## config.mk

```make
export PLATFORM = sky130hd
export DESIGN_NAME = xface_tx_pad_flat
export DESIGN_NICKNAME = d
export VERILOG_FILES = /design/src/rtl/xface_tx_pad_pkg.sv /design/src/rtl/xface_tx_pad_if.sv /design/src/rtl/xface_tx_pad.sv /design/src/flat_wrapper.sv
export SDC_FILE = /design/constraint.sdc
export NUM_CORES = 1
export LEC_CHECK = 0
export CORE_UTILIZATION = 52
export DETAILED_ROUTE_END_ITERATION = 8
export PLACE_DENSITY = 0.8
export SETUP_SLACK_MARGIN = 0.3
export SYNTH_ARGS = -nofsm -noshare
export SYNTH_HDL_FRONTEND = slang
export SYNTH_SLANG_ARGS = --single-unit
```

## constraint.sdc

```tcl
create_clock -name clk_sys_i -period 4.1 [get_ports clk_sys_i]
set_input_delay 0.41 -clock clk_sys_i [delete_from_list [all_inputs] [get_ports clk_sys_i]]
set_output_delay 0.41 -clock clk_sys_i [all_outputs]
set_load 0.1 [all_outputs]
```

## src/rtl/xface_tx_pad_pkg.sv

```systemverilog
// Shared types and helpers for the xface transmit pad stage: FSM states,
// MIN_LEN legal range, eop-word byte masking and mod encode/decode.
package xface_tx_pad_pkg;

  typedef enum logic [1:0] {
    IDLE = 2'd0,
    PASS = 2'd1,
    PAD  = 2'd2
  } state_e;

  localparam int unsigned MIN_LEN_LO = 16;
  localparam int unsigned MIN_LEN_HI = 120;

  // mod 0 means a full eight-byte word
  function automatic logic [3:0] mod_dec(input logic [2:0] mod);
    return (mod == 3'd0) ? 4'd8 : {1'b0, mod};
  endfunction

  function automatic logic [2:0] mod_enc(input logic [7:0] nbytes);
    return 3'(nbytes);
  endfunction

  // Ones over the bytes that carry packet data in an eop word
  function automatic logic [63:0] keep_mask(input logic [2:0] mod);
    logic [63:0] m;
    m = '0;
    for (int unsigned i = 0; i < 8; i++) begin
      if (i < 32'(mod_dec(mod))) m[i*8 +: 8] = 8'hFF;
    end
    return m;
  endfunction

  // Fill value over the bytes beyond mod, zero elsewhere
  function automatic logic [63:0] byte_mask(input logic [2:0] mod, input logic [7:0] pad_byte);
    logic [63:0] m;
    m = '0;
    for (int unsigned i = 0; i < 8; i++) begin
      if (i >= 32'(mod_dec(mod))) m[i*8 +: 8] = pad_byte;
    end
    return m;
  endfunction

endpackage

```

## src/rtl/xface_tx_pad_if.sv

```systemverilog
// Input-side xface packet bus: 64-bit word, eop byte count, framing flags, val/ready handshake.
interface xface_tx_pad_if;
  logic [63:0] data;
  logic [2:0]  mod;
  logic        sop;
  logic        eop;
  logic        val;
  logic        ready;

  modport master (output data, mod, sop, eop, val, input ready);
  modport slave  (input data, mod, sop, eop, val, output ready);
endinterface

```

## src/rtl/xface_tx_pad.sv

```systemverilog
// Pads short xface frames up to MIN_LEN bytes ahead of the GMII TX converter.
// Optional TX_PAD_STAT_EN adds saturating padded-packet / framing-error counters.
module xface_tx_pad
  import xface_tx_pad_pkg::*;
#(
  parameter int unsigned MIN_LEN  = 60,
  parameter logic [7:0]  PAD_BYTE = 8'h00
) (
  input  logic          clk_sys_i,
  input  logic          rst_sys_n_i,
  xface_tx_pad_if.slave pkt_rx,
  input  logic          tx_fifo_full_i,
  output logic [63:0]   pkt_tx_data_o,
  output logic [2:0]    pkt_tx_mod_o,
  output logic          pkt_tx_sop_o,
  output logic          pkt_tx_eop_o,
  output logic          pkt_tx_val_o,
  output logic          proto_err_o,
  output logic [15:0]   pad_cnt_o,
  output logic [15:0]   err_cnt_o
);

  localparam logic [7:0]  MIN_LEN_B = 8'(MIN_LEN);
  localparam logic [63:0] PAD_WORD  = {8{PAD_BYTE}};

  state_e      state_q, state_d;
  logic [6:0]  cnt_q, cnt_d;
  logic        hold_vld_q, hold_vld_d;
  logic [63:0] hold_data_q, hold_data_d;
  logic [2:0]  hold_mod_q, hold_mod_d;
  logic        hold_eop_q, hold_eop_d;
  logic [63:0] tx_data_q, tx_data_d;
  logic [2:0]  tx_mod_q, tx_mod_d;
  logic        tx_sop_q, tx_sop_d;
  logic        tx_eop_q, tx_eop_d;
  logic        tx_val_q, tx_val_d;
  logic        err_q, err_d;

  logic        ready, acc;
  logic        in_go, in_sop, in_eop;
  logic [2:0]  in_mod;
  logic [63:0] in_data;
  logic [7:0]  sum, rem, cnt_inc;
  logic [6:0]  cnt_sat;
  logic        short_eop, eop_go;

  assign ready        = !tx_fifo_full_i && (state_q != PAD) && !hold_vld_q;
  assign pkt_rx.ready = ready;
  assign acc          = pkt_rx.val && ready;

  // A held sop word (left over from a mid-packet sop) takes priority over the bus
  always_comb begin
    if (hold_vld_q) begin
      in_data = hold_data_q;
      in_mod  = hold_mod_q;
      in_sop  = 1'b1;
      in_eop  = hold_eop_q;
      in_go   = !tx_fifo_full_i;
    end else begin
      in_data = pkt_rx.data;
      in_mod  = pkt_rx.mod;
      in_sop  = pkt_rx.sop;
      in_eop  = pkt_rx.eop;
      in_go   = acc;
    end
  end

  assign sum       = {1'b0, cnt_q} + {4'd0, mod_dec(in_mod)};
  assign rem       = MIN_LEN_B - {1'b0, cnt_q};
  assign cnt_inc   = {1'b0, cnt_q} + 8'd8;
  assign cnt_sat   = (cnt_inc >= MIN_LEN_B) ? MIN_LEN_B[6:0] : cnt_inc[6:0];
  assign short_eop = sum < MIN_LEN_B;

  always_comb begin
    state_d     = state_q;
    cnt_d       = cnt_q;
    hold_vld_d  = hold_vld_q;
    hold_data_d = hold_data_q;
    hold_mod_d  = hold_mod_q;
    hold_eop_d  = hold_eop_q;
    tx_data_d   = tx_data_q;
    tx_mod_d    = '0;
    tx_sop_d    = 1'b0;
    tx_eop_d    = 1'b0;
    tx_val_d    = 1'b0;
    err_d       = 1'b0;
    eop_go      = 1'b0;

    unique case (state_q)
      IDLE: begin
        if (in_go) begin
          hold_vld_d = 1'b0;
          if (!in_sop) begin
            err_d = 1'b1;
          end else begin
            tx_val_d  = 1'b1;
            tx_sop_d  = 1'b1;
            tx_data_d = in_data;
            if (in_eop) begin
              eop_go = 1'b1;
            end else begin
              cnt_d   = cnt_sat;
              state_d = PASS;
            end
          end
        end
      end
      PASS: begin
        if (in_go) begin
          if (in_sop) begin
            // Close the broken packet now; the new sop word waits in the hold register
            err_d       = 1'b1;
            hold_vld_d  = 1'b1;
            hold_data_d = in_data;
            hold_mod_d  = in_mod;
            hold_eop_d  = in_eop;
            tx_val_d    = 1'b1;
            tx_eop_d    = 1'b1;
            tx_data_d   = PAD_WORD;
            cnt_d       = '0;
            state_d     = IDLE;
          end else begin
            tx_val_d  = 1'b1;
            tx_data_d = in_data;
            if (in_eop) eop_go = 1'b1;
            else        cnt_d  = cnt_sat;
          end
        end
      end
      PAD: begin
        if (!tx_fifo_full_i) begin
          tx_val_d  = 1'b1;
          tx_data_d = PAD_WORD;
          if (rem <= 8'd8) begin
            tx_eop_d = 1'b1;
            tx_mod_d = mod_enc(rem);
            cnt_d    = '0;
            state_d  = IDLE;
          end else begin
            cnt_d = cnt_sat;
          end
        end
      end
      default: state_d = IDLE;
    endcase

    // Shared eop handling for IDLE sop+eop and PASS eop words
    if (eop_go) begin
      if (!short_eop) begin
        tx_eop_d = 1'b1;
        tx_mod_d = in_mod;
        cnt_d    = '0;
        state_d  = IDLE;
      end else begin
        tx_data_d = (in_data & keep_mask(in_mod)) | byte_mask(in_mod, PAD_BYTE);
        if (rem <= 8'd8) begin
          tx_eop_d = 1'b1;
          tx_mod_d = mod_enc(rem);
          cnt_d    = '0;
          state_d  = IDLE;
        end else begin
          cnt_d   = cnt_sat;
          state_d = PAD;
        end
      end
    end
  end

  always_ff @(posedge clk_sys_i or negedge rst_sys_n_i) begin
    if (!rst_sys_n_i) begin
      state_q     <= IDLE;
      cnt_q       <= '0;
      hold_vld_q  <= 1'b0;
      hold_data_q <= '0;
      hold_mod_q  <= '0;
      hold_eop_q  <= 1'b0;
      tx_data_q   <= '0;
      tx_mod_q    <= '0;
      tx_sop_q    <= 1'b0;
      tx_eop_q    <= 1'b0;
      tx_val_q    <= 1'b0;
      err_q       <= 1'b0;
    end else begin
      state_q     <= state_d;
      cnt_q       <= cnt_d;
      hold_vld_q  <= hold_vld_d;
      hold_data_q <= hold_data_d;
      hold_mod_q  <= hold_mod_d;
      hold_eop_q  <= hold_eop_d;
      tx_data_q   <= tx_data_d;
      tx_mod_q    <= tx_mod_d;
      tx_sop_q    <= tx_sop_d;
      tx_eop_q    <= tx_eop_d;
      tx_val_q    <= tx_val_d;
      err_q       <= err_d;
    end
  end

  assign pkt_tx_data_o = tx_data_q;
  assign pkt_tx_mod_o  = tx_mod_q;
  assign pkt_tx_sop_o  = tx_sop_q;
  assign pkt_tx_eop_o  = tx_eop_q;
  assign pkt_tx_val_o  = tx_val_q;
  assign proto_err_o   = err_q;

`ifdef TX_PAD_STAT_EN
  logic        pad_evt;
  logic [15:0] pad_cnt_q, pad_cnt_d;
  logic [15:0] err_cnt_q, err_cnt_d;

  assign pad_evt = eop_go && short_eop;

  always_comb begin
    pad_cnt_d = pad_cnt_q;
    err_cnt_d = err_cnt_q;
    if (pad_evt && (pad_cnt_q != '1)) pad_cnt_d = pad_cnt_q + 16'd1;
    if (err_d   && (err_cnt_q != '1)) err_cnt_d = err_cnt_q + 16'd1;
  end

  always_ff @(posedge clk_sys_i or negedge rst_sys_n_i) begin
    if (!rst_sys_n_i) begin
      pad_cnt_q <= '0;
      err_cnt_q <= '0;
    end else begin
      pad_cnt_q <= pad_cnt_d;
      err_cnt_q <= err_cnt_d;
    end
  end

  assign pad_cnt_o = pad_cnt_q;
  assign err_cnt_o = err_cnt_q;
`else
  assign pad_cnt_o = '0;
  assign err_cnt_o = '0;
`endif

endmodule

```

## src/flat_wrapper.sv

```systemverilog
// flat-port wrapper written by rule: the top's interface ports become plain ports
module xface_tx_pad_flat import xface_tx_pad_pkg::*;
#(
  parameter int unsigned MIN_LEN  = 60,
  parameter logic [7:0]  PAD_BYTE = 8'h00
)
  (clk_sys_i, rst_sys_n_i, tx_fifo_full_i, pkt_tx_data_o, pkt_tx_mod_o, pkt_tx_sop_o, pkt_tx_eop_o, pkt_tx_val_o, proto_err_o, pad_cnt_o, err_cnt_o, pkt_rx_data, pkt_rx_mod, pkt_rx_sop, pkt_rx_eop, pkt_rx_val, pkt_rx_ready);
  xface_tx_pad_if pkt_rx_i ();
  input  logic clk_sys_i;
  input  logic rst_sys_n_i;
  input  logic tx_fifo_full_i;
  output logic [63:0] pkt_tx_data_o;
  output logic [2:0] pkt_tx_mod_o;
  output logic pkt_tx_sop_o;
  output logic pkt_tx_eop_o;
  output logic pkt_tx_val_o;
  output logic proto_err_o;
  output logic [15:0] pad_cnt_o;
  output logic [15:0] err_cnt_o;
  input wire logic [$bits(pkt_rx_i.data)-1:0] pkt_rx_data;
  input wire logic [$bits(pkt_rx_i.mod)-1:0] pkt_rx_mod;
  input wire logic [$bits(pkt_rx_i.sop)-1:0] pkt_rx_sop;
  input wire logic [$bits(pkt_rx_i.eop)-1:0] pkt_rx_eop;
  input wire logic [$bits(pkt_rx_i.val)-1:0] pkt_rx_val;
  output wire logic [$bits(pkt_rx_i.ready)-1:0] pkt_rx_ready;
  assign pkt_rx_i.data = pkt_rx_data;
  assign pkt_rx_i.mod = pkt_rx_mod;
  assign pkt_rx_i.sop = pkt_rx_sop;
  assign pkt_rx_i.eop = pkt_rx_eop;
  assign pkt_rx_i.val = pkt_rx_val;
  assign pkt_rx_ready = pkt_rx_i.ready;
  xface_tx_pad #(.MIN_LEN(MIN_LEN), .PAD_BYTE(PAD_BYTE)) u_core (.clk_sys_i(clk_sys_i), .rst_sys_n_i(rst_sys_n_i), .pkt_rx(pkt_rx_i), .tx_fifo_full_i(tx_fifo_full_i), .pkt_tx_data_o(pkt_tx_data_o), .pkt_tx_mod_o(pkt_tx_mod_o), .pkt_tx_sop_o(pkt_tx_sop_o), .pkt_tx_eop_o(pkt_tx_eop_o), .pkt_tx_val_o(pkt_tx_val_o), .proto_err_o(proto_err_o), .pad_cnt_o(pad_cnt_o), .err_cnt_o(err_cnt_o));
endmodule
```

==> reports/results.ini, run 1 <==
[global_routing]
grt_usage=0.2550
grt_pass1_vias=6440
grt_max_degree=107
antenna_found_initial=0
grt_first_pass_wirelength_microns=32170
grt_overflow=0

[sta]
relSlewSlack=0.2669
holdWs_ns=0.09583
worst_pin_slew_ns=1.100
period_needed_ns=3.570
fmax_ghz=0.2801
hold_viol_final=0
final.period_utilization=0.8707
setup_viol=0
setup_ws_ns=0.5303
rsz0062_at_grt=no
tns_ns=0
skew_ns=0.008701
slew_viol_final=0

[detailed_routing]
vias=6296
finalWirelength_microns=19940
wl_per_cell_microns=18.53
drc=0
drt_iter0_markers=385
drtAntennaViolNets=0
drtPass1Iterations=4
routed_via_density=5.851

[worst_setup_path]
setup.worst_path.end_class=register
rr_startpoint=u_core.hold_vld_q
critPathMaxFanout=52
rrSetupSlack_ns=0.53
cp_data_arrival_time_ns=3.90
setup.worst_path.start_class=register
crit_type=register to register
required_ns=4.43
r2r_cells=11
reg2reg_to=u_core.cnt_q[3]

[clock_tree]
cts_tree=done
cts_sinks=149
insertion_delay_ns=0.43
root_buffer=clkbuf_16
cts.clk_slew.worst_paths_ns=0.06
ctsHoldBuffers=0
clock_path_buffers=2
cts_buffers=17
post-cts-setup-buffers=0
ctsResizeCount=0
cts-htree-levels=4

[power_and_ir_drop]
ir_drop_mv=0.5947
cellPowerDensity_nw_per_um2=958.1
p_leak_nw=4.321

[logic_synthesis]
ys_warn_count=0
synth-seq-cells=149
synth_top_area_frac=0.4569
syn_area_sq_um=8160
synth.avg_cell_area_sq_um=11.21
synth-edff-count=0
yosys.area.top_type=dfrtp_1
synth-main-ff-cell=dfrtp_1
synthTopCellsByArea=dfrtp_1 (46%), mux2_2 (15%), a221oi_2 (8.1%)
synthDistinctLibCells=59
ys_async_sr_fraction=1.000
ys_seq_area_frac=0.4569
syn_inst=728

[cells_and_area]
nets=936
drive_gt1_frac=0.2451
area_growth_pct=26.16
utilization=0.6747
final_common_cell=dfrtp_1
diodes=0
final_cell_mix=dfrtp_1 (148), clkdlybuf4s50_1 (142), mux2_2 (106), nand2_1 (75), a21oi_1 (73)

[floorplan]
die-height_microns=127.3
pin_count=177
row_count=45
core_area_sq_um=15260
die_w_microns=127.3
initial_core_util=0.5348
die-area_sq_um=16200

[placement]
place_hpwl_microns=13330
portBuffers=144
gp_congestion=0.8883
dp_slack_ns=0.3415

[status]
outcome=finished, final reports clean

[worst_hold_path]
hold_class=primary input to async pin

[flow_run]
max-cap-violations=0

-- cells by family (layout without fill, tap and decap cells) --
| kind of cell | Yosys count | in the layout | share of synthesized area |
|---|---|---|---|
| buffers and inverters | 95 | 201 | 0.07007 |
| adder cells (fa/ha/maj) | 10 | 10 | 0.01533 |
| AND/OR/NAND/NOR | 144 | 144 | 0.08034 |
| other | 1 | 32 | 0.0004595 |
| multiplexers | 129 | 129 | 0.1766 |
| flip-flops | 149 | 149 | 0.4569 |
| AO/OA/AOI/OAI | 196 | 196 | 0.1960 |
| XOR/XNOR | 4 | 4 | 0.004294 |
-- area by class of cell --
cell class                 count  area (sq um)
fill                        1155          4964
multi-input combinational    515          4010
sequential                   149          3732
timing repair buffer         158          1583
clock buffer                  20         466.7
tap                          211         264.0
clock inverter                11         193.9
inverter                      12         45.04
-- cell usage after synthesis, types with 5 or more instances --
| cell | number |
|---|---|
| a21oi_1 | 73 |
| a221oi_1 | 6 |
| a221oi_2 | 44 |
| buf_1 | 6 |
| buf_2 | 20 |
| buf_4 | 42 |
| clkbuf_1 | 9 |
| dfrtp_1 | 149 |
| ha_1 | 10 |
| inv_1 | 11 |
| mux2_2 | 106 |
| mux2i_1 | 20 |
| nand2_1 | 76 |
| nand2b_1 | 9 |
| nand3_1 | 5 |
| nor2_1 | 30 |
| o21ai_0 | 18 |
| o22ai_1 | 12 |
| o2bb2ai_1 | 9 |
-- power breakdown --
group	leakage (nW)	internal, mW	switching (mW)
Clock	0.323	1.13	0.624
Combinational	2.10	1.82	3.80
Sequential	1.90	2.09	0.401
Total	4.32	5.04	4.83
-- worst max-delay path, stage by stage, from the launching register on --
cell and delay (ns):
dfrtp_4 0.48, mux2i_4 0.30, clkinv_1 0.23, nor2_1 0.31, ha_1 0.32, o21a_1 0.19, a211oi_1 0.21, o311ai_1 0.25
a211oi_4 0.45, buf_12 0.32, o22ai_1 0.14, a221oi_2 0.26
-- routing by layer --
| metal | wire, microns | vias to the layer above | part of all wire | track usage |
|---|---|---|---|---|
| li1 | - | 2867 | - | - |
| met1 | 8162 | 3135 | 0.41 | 0.3035 |
| met2 | 9922 | 244 | 0.50 | 0.4362 |
| met3 | 1045 | 50 | 0.052 | 0.04858 |
| met4 | 806 | 0 | 0.040 | 0.1401 |
| met5 | 0 | - | 0 | 0 |
-- per-stage QoR --
| step | instances | cell area [sq um] | total power [mW] |
|---|---|---|---|
| 2_1_floorplan | 759 | 8277 | 6.869 |
| 3_3_place_gp | 1045 | 9634 | 7.879 |
| 3_5_place_dp | 1045 | 9634 | 8.100 |
| 4_1_cts | 1076 | 10290 | 9.887 |
| 5_1_grt | 1076 | 10290 | 10.33 |
| 6_report | 1076 | 10290 | 9.864 |
-- worst max path at each step --
stage | endpoint | startpoint | cells after the start | slack [ns]
floorplan | pkt_rx_ready | u_core.hold_vld_q | 6 | 0.35
global placement | u_core.cnt_q[3] | pkt_rx_mod[2] | 12 | 0.53
finish | u_core.cnt_q[3] | u_core.hold_vld_q | 11 | 0.53
CTS | u_core.cnt_q[3] | u_core.hold_vld_q | 11 | 0.58
detailed placement | u_core.cnt_q[3] | pkt_rx_mod[2] | 12 | 0.34
global route | u_core.cnt_q[3] | u_core.hold_vld_q | 11 | 0.39
-- sequential cells by signal, indices dropped and copies added, names as in the netlist --
name / count
u_core.hold_mod_q: 3
u_core.pkt_tx_mod_o: 3
u_core.pkt_tx_sop_o: 1
u_core.pkt_tx_data_o: 64
u_core.pkt_tx_val_o: 1
u_core.proto_err_o: 1
u_core.cnt_q: 7
u_core.pkt_tx_eop_o: 1
u_core.hold_data_q: 64
u_core.hold_vld_q: 1
u_core.hold_eop_q: 1
u_core.state_q: 2
(Power assumes the default switching activity.)
==> run 2, diff against run 1 <==
CORE_UTILIZATION = 53   (was 52)
CTS_BUF_LIST = sky130_fd_sc_hd__clkbuf_8   (was unset)
GPL_TIMING_DRIVEN = 0   (was unset)
PLACE_DENSITY = 0.81   (was 0.8)
==> run 2 against run 1 <==
  * Hold slack improved by 0.28 ns
  * Setup slack worse by 0.090 ns
  * Register-to-register slack barely moved
  * Final cell count increased by 4.0%
  * Design area rose by 0.86%
  * Non-clock buffer count rose by 69
  * First-iteration DRC count grew 33%
  * Maximum frequency down 2.5%
  * Utilization increased by 2.9 points
  * Sequential cell count stayed put
  * Total power fell by 5.7%
  * Wire length shrank 1.3%
==> reports/results.ini, run 2 (synthesized netlist as in run 1, its figures left out) <==
[worst_setup_path]
r2r_cells=13  ; was 11
crit_type=register to primary output  ; was register to register
cp_data_arrival_time_ns=3.25  ; was 3.90 ns
rr_startpoint=u_core.hold_vld_q  ; unchanged
rrSetupSlack_ns=0.53  ; about the same
setup.worst_path.start_class=register  ; unchanged
setup.worst_path.end_class=primary output  ; was register
critPathMaxFanout=10  ; was 52
reg2reg_to=u_core.pkt_tx_data_o[35]  ; was u_core.cnt_q[3]
required_ns=3.69  ; was 4.43 ns

[power_and_ir_drop]
p_leak_nw=4.493  ; was 4.321 nW
power_mw=9.303  ; was 9.864 mW
power.share.switching=0.5108  ; was 0.4893
p_clk_frac=0.126  ; was 0.178
cellPowerDensity_nw_per_um2=895.9  ; was 958.1 nW/um^2
pwr-share-seq=0.263  ; was 0.253
comb_power_share=0.611  ; was 0.570
p_switching_mw=4.752  ; was 4.826 mW
intPower_mw=4.551  ; was 5.037 mW
ir_drop_mv=0.7386  ; was 0.5947 mV

[detailed_routing]
vias=6321  ; was 6296
drt_iter0_markers=513  ; was 385
wl_per_cell_microns=17.58  ; was 18.53 microns
drc=0  ; unchanged
drtPass1Iterations=7  ; was 4
drtAntennaViolNets=0  ; unchanged
routed_via_density=5.649  ; was 5.851
finalWirelength_microns=19670  ; was 19940 microns

[placement]
dp_cells=1086  ; was 1045
place_hpwl_microns=13860  ; was 13330 microns
portBuffers=142  ; was 144
dp_slack_ns=0.3801  ; was 0.3415 ns
gp_congestion=0.8831  ; was 0.8883

[floorplan]
initial_core_util=0.5531  ; was 0.5348
core_area_sq_um=14750  ; was 15260 sq um
die_w_microns=126.1  ; was 127.3 microns
die-area_sq_um=15900  ; was 16200 sq um
row_count=44  ; was 45
die-height_microns=126.1  ; was 127.3 microns
pin_count=177  ; unchanged

[worst_hold_path]
hold_depth=3
hold_class=primary input to register  ; was primary input to async pin
worst_hold_path.endpoint=u_core.proto_err_o
hold_start=pkt_rx_sop

[sta]
setup_ws_ns=0.4400  ; was 0.5303 ns
setup_viol=0  ; unchanged
final.period_utilization=0.8927  ; was 0.8707
fmax_ghz=0.2732  ; was 0.2801 GHz
slew_viol_final=0  ; unchanged
worst_pin_slew_ns=1.051  ; was 1.100 ns
relSlewSlack=0.2971  ; was 0.2669
skew_ns=0.01522  ; was 0.008701 ns
rsz0062_at_grt=no  ; unchanged
hold_viol_final=0  ; unchanged
tns_ns=0  ; unchanged
period_needed_ns=3.660  ; was 3.570 ns

[cells_and_area]
area_growth_pct=27.25  ; was 26.16%
nets=1005  ; was 936
final_cell_mix=dfrtp_1 (149), clkdlybuf4s50_1 (141), mux2_2 (106), nand2_1 (76), a21oi_1 (73)  ; was dfrtp_1 (148), clkdlybuf4s50_1 (142), mux2_2 (106), nand2_1 (75), a21oi_1 (73)
drive_gt1_frac=0.2845  ; was 0.2451
utilization=0.7038  ; was 0.6747
final_common_cell=dfrtp_1  ; unchanged
stdcell_count=1119  ; was 1076
diodes=0  ; unchanged
fillers=1139  ; was 1155

[clock_tree]
cts_sinks=149  ; unchanged
root_buffer=clkbuf_8  ; was clkbuf_16
cts_tree=done  ; unchanged
cts.clk_slew.worst_paths_ns=0.09  ; was 0.06 ns
cts_buffers=17  ; unchanged
insertion_delay_ns=0.46  ; was 0.43 ns
cts-htree-levels=4  ; unchanged
clock_path_buffers=2  ; unchanged

[global_routing]
grt_pass1_vias=6121  ; was 6440
grt_usage=0.2521  ; was 0.2550
grt_max_degree=101  ; was 107
grt_first_pass_wirelength_microns=31440  ; was 32170 microns
grt_overflow=0  ; unchanged
antenna_found_initial=0  ; unchanged

[status]
outcome=finished, final reports clean  ; unchanged

[flow_run]
max-cap-violations=0  ; unchanged

## run 2: cell type report
cell class	instances	area [sq um]	area share
plain buffers	83	529.3	0.05097
clock buffers	19	261.5	0.02518
repair buffers	144	1460	0.1406
inverters	12	48.80	0.004699
clock inverters	13	146.4	0.01410
flip-flops and latches	149	3729	0.3591
well taps	184	230.2	0.02217
multi-input cells	515	3979	0.3832
## run 2: worst max path at each step
stage / from / endpoint / slack, ns
floorplan: u_core.hold_vld_q / pkt_rx_ready / 0.35
global placement: rst_sys_n_i / u_core.hold_data_q[42] / -3.39
detailed placement: pkt_rx_mod[2] / u_core.pkt_tx_data_o[30] / 0.38
CTS: u_core.hold_vld_q / u_core.pkt_tx_data_o[30] / 0.39
global route: u_core.hold_vld_q / u_core.pkt_tx_data_o[56] / 0.33
finish: u_core.hold_vld_q / pkt_rx_ready / 0.44
## run 2: metal layers
metal,wire (microns),global-route usage,part of all wire,vias up
met5,0,0,0,-
met4,375,0.09142,0.019,0
met3,891,0.04376,0.045,23
met2,9402,0.4036,0.48,197
met1,9000,0.3450,0.46,3101
li1,-,-,-,3000
## run 2: power by group through the flow
stage	combinational (mW)	clock, mW	sequential (mW)
global route	6.00	1.26	2.52
global placement	5.55	0	2.44
detailed placement	5.64	0	2.46
floorplan	2.79	0	4.08
finish	5.68	1.18	2.44
CTS	5.67	1.19	2.44
## run 2: what timing repair did
| item | 4_1_cts | 5_1_grt |
|---|---|---|
| hold buffers | 1 | 0 |
| endpoints found under the hold margin | 49 | 0 |
| resized for setup | 0 | 3 |
| setup buffers | 0 | 0 |
| endpoints found under the setup margin | 0 | 55 |
## run 2: per-stage QoR
stage / instance area (sq um) / hold slack (ns)
global placement: 9928 / 0.4625
floorplan: 8277 / 0.1144
detailed placement: 9957 / 0.3892
finish: 10380 / 0.3755
global route: 10380 / 0.3924
CTS: 10380 / 0.3458
## run 2: critical path, cell delays in order, from the launching register on
cell and delay [ns]:
dfrtp_1 0.36, buf_4 0.16, buf_2 0.21, buf_2 0.24
buf_4 0.22, buf_2 0.22, nor3_1 0.21, clkdlybuf4s50_1 1.16
==> run 3, diff against run 2 <==
CORE_UTILIZATION = 40   (was 53)
PLACE_DENSITY = 0.66   (was 0.81)
clock period = 3.26 ns   (was 4.1 ns; I/O delays follow)
==> run 3 against run 2 <==
  * Sequential cell count unchanged
  * Sequential power up 26%
  * Clock power rose by 29%
  * Combinational power rose by 29%
  * Die area increased by 32%
  * Critical path depth is 8 higher
  * Global-route usage is 5.2 points lower
  * Setup slack got worse by 0.073 ns
  * First-iteration DRC count decreased by 40%
  * Highest routed layer is now met5
  * Design area up 3.7%
==> reports/results.ini, run 3 (synthesized netlist as in run 1, its figures left out) <==
[sta]
period_needed_ns=2.893
tns_ns=0  ; unchanged
slew_viol_final=0  ; unchanged
setup_ws_ns=0.3671  ; was 0.4400 ns
fmax_ghz=0.3457
setup_viol=0  ; unchanged
skew_ns=0.01383  ; was 0.01522 ns
worst_pin_slew_ns=1.039  ; was 1.051 ns
relSlewSlack=0.3053  ; was 0.2971
final.period_utilization=0.8874
rsz0062_at_grt=yes  ; was no
hold_viol_final=0  ; unchanged

[global_routing]
grt_usage=0.2005  ; was 0.2521
grt_overflow=0  ; unchanged
antenna_found_initial=1  ; was 0
grt_max_degree=97  ; was 101
grt_first_pass_wirelength_microns=31880  ; was 31440 microns
grt_pass1_vias=6017  ; was 6121

[floorplan]
core_area_sq_um=19720  ; was 14750 sq um
die-height_microns=144.8  ; was 126.1 microns
row_count=51  ; was 44
die_w_microns=144.8  ; was 126.1 microns
initial_core_util=0.4139  ; was 0.5531
die-area_sq_um=20980  ; was 15900 sq um
pin_count=177  ; unchanged

[placement]
gp_congestion=0.8797  ; was 0.8831
place_hpwl_microns=14380  ; was 13860 microns
portBuffers=142  ; unchanged
dp_slack_ns=-0.2136  ; was 0.3801 ns

[cells_and_area]
diodes=0  ; unchanged
drive_gt1_frac=0.3041  ; was 0.2845
final_cell_mix=dfrtp_1 (149), clkdlybuf4s50_1 (140), mux2_2 (106), nand2_1 (75), a21oi_1 (71)  ; was dfrtp_1 (149), clkdlybuf4s50_1 (141), mux2_2 (106), nand2_1 (76), a21oi_1 (73)
utilization=0.5460  ; was 0.7038
nets=1017  ; was 1005
area_growth_pct=31.92  ; was 27.25%
seq_area_sq_um=3729  ; unchanged
multi_input_area_sq_um=4059  ; was 3979 sq um
final_common_cell=dfrtp_1  ; unchanged
fillers=1758  ; was 1139

[clock_tree]
cts.clk_slew.worst_paths_ns=0.09  ; about the same
cts_tree=done  ; unchanged
cts-htree-levels=4  ; unchanged
clock_path_buffers=2  ; unchanged
cts_sinks=149  ; unchanged
insertion_delay_ns=0.47  ; was 0.46 ns
root_buffer=clkbuf_8  ; unchanged
cts_buffers=17  ; unchanged

[power_and_ir_drop]
ir_drop_mv=0.8476  ; was 0.7386 mV
intPower_mw=5.946  ; was 4.551 mW
power.share.switching=0.5017  ; was 0.5108
pwr-share-seq=0.257  ; was 0.263
p_switching_mw=5.987  ; was 4.752 mW
cellPowerDensity_nw_per_um2=1109  ; was 895.9 nW/um^2
p_leak_nw=4.599  ; was 4.493 nW
comb_power_share=0.615  ; was 0.611
p_clk_frac=0.127  ; was 0.126

[worst_setup_path]
cp_slowest_cell=dfrtp_1  ; was clkdlybuf4s50_1
crit_path_frequent_cell=buf_12  ; was buf_2
crit_family=compound AO/OA/AOI/OAI gates  ; was buffers and inverters
required_ns=3.65  ; was 3.69 ns
critPathMaxFanout=10  ; unchanged
setup.worst_path.start_class=register  ; unchanged
cp_data_arrival_time_ns=3.28  ; was 3.25 ns
crit_type=register to register  ; was register to primary output
critical_path.cell_chain=buf_6 -> buf_12 -> mux2i_4 -> clkinv_4 -> nor2_4 -> ha_4 -> o21a_1 -> a211oi_2 -> o311ai_2 -> a211oi_2 -> buf_4 -> buf_12 -> buf_12 -> a221oi_2 -> a21oi_1  ; was buf_4 -> buf_2 -> buf_2 -> buf_4 -> buf_2 -> nor3_1 -> clkdlybuf4s50_1
worst-path-buf-inv=6  ; unchanged
slowest_delay_ns=0.35  ; was 1.16 ns
setup.worst_path.end_class=register  ; was primary output

[detailed_routing]
routed_via_density=5.142  ; was 5.649
vias=6232  ; was 6321
drc=0  ; unchanged
wl_per_cell_microns=16.83  ; was 17.58 microns
finalWirelength_microns=20400  ; was 19670 microns
drtAntennaViolNets=0  ; unchanged
drt_iter0_markers=309  ; was 513
drtPass1Iterations=4  ; was 7

[worst_hold_path]
hold_class=primary input to register  ; unchanged

[status]
outcome=finished, final reports clean  ; unchanged

[flow_run]
max-cap-violations=0  ; unchanged

## run 3: cell types whose count changed in the layout (fill, tap and decap cells not counted), moves of 2 or more
| cell | change |
|---|---|
| nor3_1 | -2 |
| buf_4 | +10 |
| nor2_4 | +2 |
| buf_6 | +2 |
| buf_8 | +2 |
| buf_2 | -6 |
| ha_4 | +2 |
| nor3_2 | +2 |
| a21oi_1 | -2 |
| nor2_2 | -2 |
| a21oi_2 | +2 |
| ha_1 | -2 |
| buf_12 | +5 |
## run 3: layer usage
metal  share of wire  global-route usage  vias to the layer above  wire length [microns]
li1                -                   -                     3023                      -
met1            0.47              0.2755                     3033                   9577
met2            0.47              0.3191                      154                   9686
met3           0.042             0.03883                       20                    864
met4           0.013             0.06094                        2                    255
met5         0.00059                   0                        -                     12
## run 3: what timing repair did
item,CTS,global route
endpoints found under the hold margin,53,0
setup buffers,3,8
gates cloned,1,0
gates resized for setup,35,14
pin swaps,3,4
endpoints found under the setup margin,75,75
hold buffers,1,0
## run 3: path summary, 6_finish.rpt
path / startpoint / to / slack (ns) / cells past startpoint
min: pkt_rx_sop / u_core.proto_err_o / 0.27 / 3
max in group asynchronous: rst_sys_n_i / u_core.pkt_tx_data_o[45] / 2.01 / 3
max reg2reg: u_core.hold_vld_q / u_core.pkt_tx_data_o[27] / 0.37 / 15
min in group asynchronous: rst_sys_n_i / u_core.pkt_tx_data_o[3] / 0.39 / 2
max: u_core.hold_vld_q / u_core.pkt_tx_data_o[27] / 0.37 / 15
min reg2reg: u_core.pkt_tx_data_o[7] / u_core.pkt_tx_data_o[7] / 0.49 / 1
## run 3: power groups by stage
stage / Sequential, mW / Clock [mW] / Combinational, mW
global placement: 3.08 / 0 / 7.06
CTS: 3.07 / 1.56 / 7.27
floorplan: 5.13 / 0 / 3.52
finish: 3.07 / 1.52 / 7.35
detailed placement: 3.10 / 0 / 7.14
global route: 3.16 / 1.63 / 7.82
## run 3: cell type report
class                           count  area share
Clock buffer                       19     0.02429
Timing Repair Buffer              156      0.1438
Buffer                             83     0.05869
Sequential cell                   149      0.3464
Inverter                           12    0.004649
Tap cell                          265     0.03080
Clock inverter                     13     0.01441
Multi-Input combinational cell    515      0.3770
## run 3: tightest hold or removal path, delay by kind of cell
kind	cells	cell delay, ns
buf+inv	1	0.15
compound gates	2	0.22
## run 3: through the flow
stage	cell area, sq um	hold WS, ns	power, mW	std cells
after CTS	10660	0.2454	11.90	1204
after global routing	10770	0.2499	12.62	1212
final	10770	0.2723	11.93	1212
after detailed placement	10070	0.3290	10.24	1167
after floorplan	8285	0.03041	8.645	759
after global placement	10040	0.4624	10.14	1166
